**src/rtl/mtr_drv_pwm_if.sv**
```systemverilog
// Motor driver PWM bus: signed speed commands in, H-bridge legs and period strobe out.
// master drives lft_spd/rght_spd; slave (mtr_drv_pwm) drives the bridge legs and period_strt.
interface mtr_drv_pwm_if;
    logic [10:0] lft_spd;
    logic [10:0] rght_spd;
    logic        lftPWM1;
    logic        lftPWM2;
    logic        rghtPWM1;
    logic        rghtPWM2;
    logic        period_strt;

    modport master (
        output lft_spd,
        output rght_spd,
        input  lftPWM1,
        input  lftPWM2,
        input  rghtPWM1,
        input  rghtPWM2,
        input  period_strt
    );

    modport slave (
        input  lft_spd,
        input  rght_spd,
        output lftPWM1,
        output lftPWM2,
        output rghtPWM1,
        output rghtPWM2,
        output period_strt
    );
endinterface

```
**src/rtl/mtr_drv_pwm.sv**
```systemverilog
// Sign-magnitude PWM driver for two H-bridges with glitch-free period-boundary updates.
// Ports: clk, rst (sync active-high), bus (slave: lft_spd/rght_spd in; legs + period_strt out).
module mtr_drv_pwm #(
    parameter int CNT_W    = 10,
    parameter int DEAD_PER = 1
) (
    input  logic         clk,
    input  logic         rst,
    mtr_drv_pwm_if.slave bus
);

    localparam int DW = (DEAD_PER > 1) ? $clog2(DEAD_PER) : 1;
    localparam logic [CNT_W-1:0] CNT_MAX = '1;

    typedef enum logic [1:0] {
        FWD  = 2'd0,
        REV  = 2'd1,
        DEAD = 2'd2
    } side_st_t;

    logic [CNT_W-1:0] cnt;
    logic             smp;
    logic             pstrt;
    logic [10:0]      spd [2];
    logic [1:0]       pwm1;
    logic [1:0]       pwm2;

    assign spd[0] = bus.lft_spd;
    assign spd[1] = bus.rght_spd;

    // The last count of a period is the only cycle inputs are looked at,
    // so new duty/direction take effect exactly at the next cnt==0.
    assign smp = (cnt == CNT_MAX);

    always_ff @(posedge clk) begin
        if (rst) begin
            cnt   <= '0;
            pstrt <= 1'b0;
        end else begin
            cnt   <= cnt + 1'b1;
            pstrt <= (cnt == '0);
        end
    end

    for (genvar g = 0; g < 2; g++) begin : g_side
        logic [10:0]      neg;
        logic [9:0]       mag;
        logic             dir_s;
        logic [CNT_W-1:0] duty;
        logic [DW-1:0]    dcnt;
        side_st_t         st;
        logic             p1;
        logic             p2;

        // -0x400 has no positive 11-bit form; clamp it to full scale.
        always_comb begin
            neg   = -spd[g];
            dir_s = spd[g][10];
            mag   = spd[g][9:0];
            if (dir_s) begin
                mag = neg[10] ? 10'h3FF : neg[9:0];
            end
        end

        always_ff @(posedge clk) begin
            if (rst) begin
                st   <= FWD;
                duty <= '0;
                dcnt <= '0;
                p1   <= 1'b0;
                p2   <= 1'b0;
            end else begin
                p1 <= (st == FWD) && (cnt < duty);
                p2 <= (st == REV) && (cnt < duty);
                if (smp) begin
                    duty <= CNT_W'(mag);
                    unique case (st)
                        FWD: begin
                            if ((mag != '0) && dir_s) begin
                                st   <= DEAD;
                                dcnt <= DW'(DEAD_PER - 1);
                            end
                        end
                        REV: begin
                            if ((mag != '0) && !dir_s) begin
                                st   <= DEAD;
                                dcnt <= DW'(DEAD_PER - 1);
                            end
                        end
                        DEAD: begin
                            // Leave toward whatever is asked now, so a
                            // request that flipped back cancels the reversal.
                            if (dcnt != '0) begin
                                dcnt <= dcnt - 1'b1;
                            end else begin
                                st <= dir_s ? REV : FWD;
                            end
                        end
                        default: begin
                            st <= FWD;
                        end
                    endcase
                end
            end
        end

        assign pwm1[g] = p1;
        assign pwm2[g] = p2;
    end

    assign bus.lftPWM1     = pwm1[0];
    assign bus.lftPWM2     = pwm2[0];
    assign bus.rghtPWM1    = pwm1[1];
    assign bus.rghtPWM2    = pwm2[1];
    assign bus.period_strt = pstrt;

    a_no_shoot_l : assert property (@(posedge clk) !(pwm1[0] && pwm2[0]));
    a_no_shoot_r : assert property (@(posedge clk) !(pwm1[1] && pwm2[1]));

endmodule

```
**src/flat_wrapper.sv**
```systemverilog
// flat-port wrapper written by rule: the top's interface ports become plain ports
module mtr_drv_pwm_flat 
#(
    parameter int CNT_W    = 10,
    parameter int DEAD_PER = 1
)
  (clk, rst, bus_lft_spd, bus_rght_spd, bus_lftPWM1, bus_lftPWM2, bus_rghtPWM1, bus_rghtPWM2, bus_period_strt);
  mtr_drv_pwm_if bus_i ();
  input  logic clk;
  input  logic rst;
  input wire logic [$bits(bus_i.lft_spd)-1:0] bus_lft_spd;
  input wire logic [$bits(bus_i.rght_spd)-1:0] bus_rght_spd;
  output wire logic [$bits(bus_i.lftPWM1)-1:0] bus_lftPWM1;
  output wire logic [$bits(bus_i.lftPWM2)-1:0] bus_lftPWM2;
  output wire logic [$bits(bus_i.rghtPWM1)-1:0] bus_rghtPWM1;
  output wire logic [$bits(bus_i.rghtPWM2)-1:0] bus_rghtPWM2;
  output wire logic [$bits(bus_i.period_strt)-1:0] bus_period_strt;
  assign bus_i.lft_spd = bus_lft_spd;
  assign bus_i.rght_spd = bus_rght_spd;
  assign bus_lftPWM1 = bus_i.lftPWM1;
  assign bus_lftPWM2 = bus_i.lftPWM2;
  assign bus_rghtPWM1 = bus_i.rghtPWM1;
  assign bus_rghtPWM2 = bus_i.rghtPWM2;
  assign bus_period_strt = bus_i.period_strt;
  mtr_drv_pwm #(.CNT_W(CNT_W), .DEAD_PER(DEAD_PER)) u_core (.clk(clk), .rst(rst), .bus(bus_i));
endmodule
```
**config.mk**
```make
export PLATFORM = sky130hd
export DESIGN_NAME = mtr_drv_pwm_flat
export DESIGN_NICKNAME = d
export VERILOG_FILES = /design/src/rtl/mtr_drv_pwm_if.sv /design/src/rtl/mtr_drv_pwm.sv /design/src/flat_wrapper.sv
export SDC_FILE = /design/constraint.sdc
export NUM_CORES = 1
export LEC_CHECK = 0
export ABC_AREA = 1
export BUFFER_PORTS_ARGS = -buffer_cell sky130_fd_sc_hd__buf_2
export CAP_MARGIN = 30
export CORE_ASPECT_RATIO = 1.1
export CORE_MARGIN = 5
export CORE_UTILIZATION = 33
export DETAILED_ROUTE_END_ITERATION = 7
export GPL_TIMING_DRIVEN = 0
export PLACE_DENSITY = 0.56
export SYNTH_ARGS = -nofsm -noshare
export SYNTH_HDL_FRONTEND = slang
export SYNTH_SLANG_ARGS = --single-unit
```
**constraint.sdc**
```tcl
create_clock -name clk -period 1.5 [get_ports clk]
set_input_delay 0.075 -clock clk [delete_from_list [all_inputs] [get_ports clk]]
set_output_delay 0.075 -clock clk [all_outputs]
set_load 0.01 [all_outputs]
```
== Yosys cells after proc, flatten, opt, wreduce, memory -nomap -nowiden ==
Cells that the tools add are included.
Cells by class
  $lt $le $gt $ge: 2
  add/subtract/negate cells: 5
  muxes and demuxes: 22
  reduce and logical (&&, ||, !) cells: 21
  equal/unequal tests: 11
Operators with widths (count)
  two-way mux 10 bit: 4
  negator 11 bit: 2
  < comparator 10 bit: 2
  nonzero test 10 bit: 2
  AND reduction 4 bit: 4
  two-way mux 2 bit: 6
  inequality test 2 bit (second input constant): 6
  one-hot mux 2 bit (3 select lines): 2
  adder 10 x 1 -> 10 bit (second input constant): 1
  equality test 10 bit (second input constant): 1
  zero test 10 bit: 1
  logical AND 1 bit: 8
  two-way mux 1 bit: 8
  one-hot mux 1 bit (3 select lines): 2
  nonzero test 3 bit: 2
  equality test 2 x 1 -> 1 bit (second input constant): 2
  equality test 2 bit (second input constant): 2
  zero test 2 bit: 2
  zero test 1 bit: 2
  subtractor 1 bit (second input constant): 2
Storage, ports and cells
  input bits: 24
  word-level logic and storage cells: 73
  output and inout port bits: 5
  register bits after elaboration: 41

== Logic depth before layout (Yosys ltp) ==
  word-level depth: 7
  gate-level depth with buffers: 16
  gate-level depth less buffers: 16

== Least setup slack after synthesis ==
No wires, ideal clock.
  path type: reg-to-reg
  start: register u_core.cnt[1]
  end: register u_core.g_side[1].duty[9]
  library setup time: 116 ps
  arrival: 1529 ps
  cell stages (with the launch flop): 12
  setup slack: -145 ps
  period minus slack after synthesis: 1645 ps
  path through: dfxtp_1 -> ha_1 -> nand2_1 -> nor2_2 -> inv_2 -> nor2_4 -> nand2_2 -> nor4_2 -> nand2_1 -> buf_2 -> o211ai_1 -> inv_1
On the way
  longest elaborated chain between the ends: 1
RTL lines
  start: declaration: RTL line mtr_drv_pwm.sv:21  | logic [CNT_W-1:0] cnt;
  start signal: assignment: RTL line mtr_drv_pwm.sv:40  | cnt <= cnt + 1'b1;
  equality test 10 bit: RTL line mtr_drv_pwm.sv:33  | assign smp = (cnt == CNT_MAX);
  end signal: assignment: RTL line mtr_drv_pwm.sv:76  | duty <= CNT_W'(mag);
  end: declaration: RTL line mtr_drv_pwm.sv:49  | logic [CNT_W-1:0] duty;
No other way between the ends.
A chain may end at the register's enable or synchronous reset.

== Worst setup path in the final report ==
  start: register u_core.cnt[0]
  end: register u_core.g_side[0].duty[4]
On the way
  longest elaborated chain between the ends: 1
RTL lines (RTL line)
  equality test 10 bit: mtr_drv_pwm.sv:33
  end signal: assignment: mtr_drv_pwm.sv:76
  end: declaration: mtr_drv_pwm.sv:49
No other way between the ends.

==> flow_summary.yaml <==
logic_synthesis:
  synth_compound_gate_area_share_pct: 16.6
  yosys.area_share.simple_pct: 31.3
  ys.flop_type: "dfxtp_1"
  yosys.area_share.adder_pct: 10.4
  ys_types: 33
  ys_seq_elements: 39
  synthXorXnorAreaFrac_pct: 0.663
  synth_top_family_by_area: "simple AND/OR/NAND/NOR gates"
  syn_inst: 400
  synth.area.mux_share_pct: 0
  synth_edf_count: 0
  ys_seq_area_share_pct: 29.5
  syn_area_um2: 2640
  synthArstFlopShare_pct: 0
  synth_fp_nets: 446
  syn_area_per_cell_um2: 6.61
  yosysWarnings: 0
finish:
  final_nets: 490
  final_common_cell: "nand2_1"
  final_cells: 552
  num_antenna_cells: 0
  area_delta_synth_final_pct: 25.8
  drive_gt1_share_pct: 24.5
  layout_common_cells: "nand2_1, inv_1, nor2_1"
  fillers: 847
clock_network:
  cts-buffers-inserted: 5
  cts-root-buf: "clkbuf_8"
  clk_latency_ns: 0.28
  cts_sinks: 39
  clkTransAtPathRegs_ns: 0.07
  cts_max_path_buffers: 2
  cts-htree-levels: 2
  cts-hold-fix-buffers: 0
  cts_tree: "yes"
status:
  violations: "negative setup slack"
  outcome: "finished, violations left"
global_routing:
  grt_usage_pct: 14.2
  grt-ovfl-total: 0
  grt_max_degree: 12
  antenna_found_initial: 0
  grt_pass1_wl_um: 11300
  grt_pass1_vias: 2385
timing:
  hold_viol_final: 0
  rsz0062_at_grt: "yes"
  post-route-period-util_pct: 110
  maxSlewHeadroom_pct: 57.8
  fin_crit_ns: 1.65
  slew_viol_final: 0
  clock.fmax_mhz: 607
  finalSetupViolCount: 29
  finalSetupTns_ns: -2.57
  worst_slack_ns: -0.147
  worst_pin_slew_ns: 0.634
  fin_skew_ns: 0.00452
drt:
  ant_nets: 0
  drt-initial-drc-count: 108
  viasPerCell: 4.82
  drc_errors: 0
  drtPass1Iterations: 6
  wirelength_um: 6910
  wire_per_inst_um: 12.5
  dr_total_vias: 2661
power:
  ir_drop_uv: 255
  powerDensity_nw_per_um2: 626
  internal_power_uw: 1500
  switching_power_uw: 574
  leakage_uw: 0.00152
  pwr-share-seq_pct: 51.0
  clockPowerShare_pct: 32.2
  p_sw_share_pct: 27.6
  combPwrFrac_pct: 16.8
min_path:
  holdCritPathClass: "primary input to flip-flop"
setup_path:
  worstPathRequired_ns: 1.67
  endpoint_kind: "flip-flop"
  path_cells: "ha_4 -> nand2_4 -> nor2_4 -> inv_2 -> nor2_4 -> nand2_4 -> nor4_4 -> nand2_2 -> buf_6 -> o21ai_0 -> a21oi_1"
  max_stage_delay_ns: 0.36
  cp_slowest_cell: "dfxtp_4"
  path_max_fanout: 10
  worstSetupStartpointType: "flip-flop"
  worstSetupPathType: "flip-flop to flip-flop"
  rrSetupSlack_ns: -0.15
  cp.arrival_ns: 1.82
die:
  row_count: 34
  core_um2: 7870
  start_util_pct: 33.6
  fp.dieW_um: 95.3
  io_pins: 29
  die_area_um2: 9900
  die_y_um: 104
place:
  hpwl_um: 5160
  place_worst_setup_slack_ns: -0.344
  io_buffers: 27
  gp_congestion: 0.818
  dp_cells: 535
flow_run:
  max_cap_violations: 0
worst max-delay path: cells and delay by family, from the launching register on:
family / cells / cell delay [ns]
compound gates: 2 / 0.21
simple gates: 6 / 0.59
flops: 1 / 0.36
fa+ha+maj: 1 / 0.14
buf+inv: 2 / 0.21
power groups by stage:
stage | Combinational (uW) | Sequential [uW] | Clock, uW
3_5_place_dp | 315 | 1090 | 0
6_report | 350 | 1060 | 669
4_1_cts | 334 | 1060 | 682
2_1_floorplan | 205 | 1090 | 0
5_1_grt | 400 | 1060 | 730
3_3_place_gp | 313 | 1090 | 0
through the flow:
step	power (uW)	utilization [%]	instance area, um^2	hold WS (ns)
after floorplan	1290	-	2680	0.152
after global placement	1400	37.5	2950	0.335
after detailed placement	1400	37.5	2950	0.342
after CTS	2080	39.8	3130	0.0311
after global routing	2190	42.2	3320	0.0337
final	2080	42.2	3320	0.0291
final timing paths:
path	end	depth (start not counted)	startpoint
setup / recovery	u_core.g_side[0].duty[4]$_SDFFE_PP0N_	11	u_core.cnt[0]$_SDFF_PP0_
hold / removal	u_core.bus.rghtPWM1$_SDFF_PP0_	2	rst
setup reg to reg	u_core.g_side[0].duty[4]$_SDFFE_PP0N_	11	u_core.cnt[0]$_SDFF_PP0_
hold reg to reg	u_core.g_side[1].duty[4]$_SDFFE_PP0N_	2	u_core.g_side[1].duty[4]$_SDFFE_PP0N_
per-layer routing:
layer | GRT usage [%] | up-vias | wire length (um)
met5 | 0 | - | 0
met2 | 22.4 | 36 | 3320
met1 | 20.0 | 1214 | 3290
met4 | 3.81 | 0 | 88
li1 | - | 1404 | -
met3 | 2.17 | 7 | 199
sequential cells by signal (all words and copies together), names as in the netlist:
name                    cells
u_core.bus.lftPWM2          1
u_core.bus.lftPWM1          1
u_core.g_side.st            4
u_core.g_side.duty         20
u_core.cnt                 10
u_core.bus.rghtPWM1         1
u_core.bus.rghtPWM2         1
u_core.bus.period_strt      1
cell type report:
type / count / area, um^2 / share of cell area [%]
plain buffers: 11 / 95.1 / 2.86
clock buffers: 7 / 76.3 / 2.30
inverters: 63 / 240 / 7.23
multi-input cells: 287 / 1720 / 51.6
flip-flops and latches: 39 / 792 / 23.8
well taps: 108 / 135 / 4.07
repair buffers: 37 / 269 / 8.09
logic make-up after synthesis:
kind of cell             Yosys count
AO/OA/AOI/OAI                     80
XOR/XNOR                           2
adder cells (fa/ha/maj)           22
buffers and inverters             74
flip-flops                        39
AND/OR/NAND/NOR                  183
synth_stat cells (all sizes together), types with 4 or more instances:
cell / instances / area, um^2
nand2: 78 / 305
o211ai: 6 / 45.0
inv: 63 / 236
ha: 22 / 275
a21oi: 40 / 204
nand3: 30 / 155
nor4: 7 / 50.1
nor3: 8 / 51.3
dfxtp: 39 / 781
buf: 9 / 58.8
nor2: 55 / 234
a31oi: 4 / 25.0
o21ai: 25 / 125
nand4: 4 / 25.0
what timing repair did:
action,4_1_cts,5_1_grt
resized for setup,23,37
pin swaps,1,2
gates cloned,0,2
endpoints found under the setup margin,29,30
setup buffers,6,2
Power figures use the tool's default switching activity.
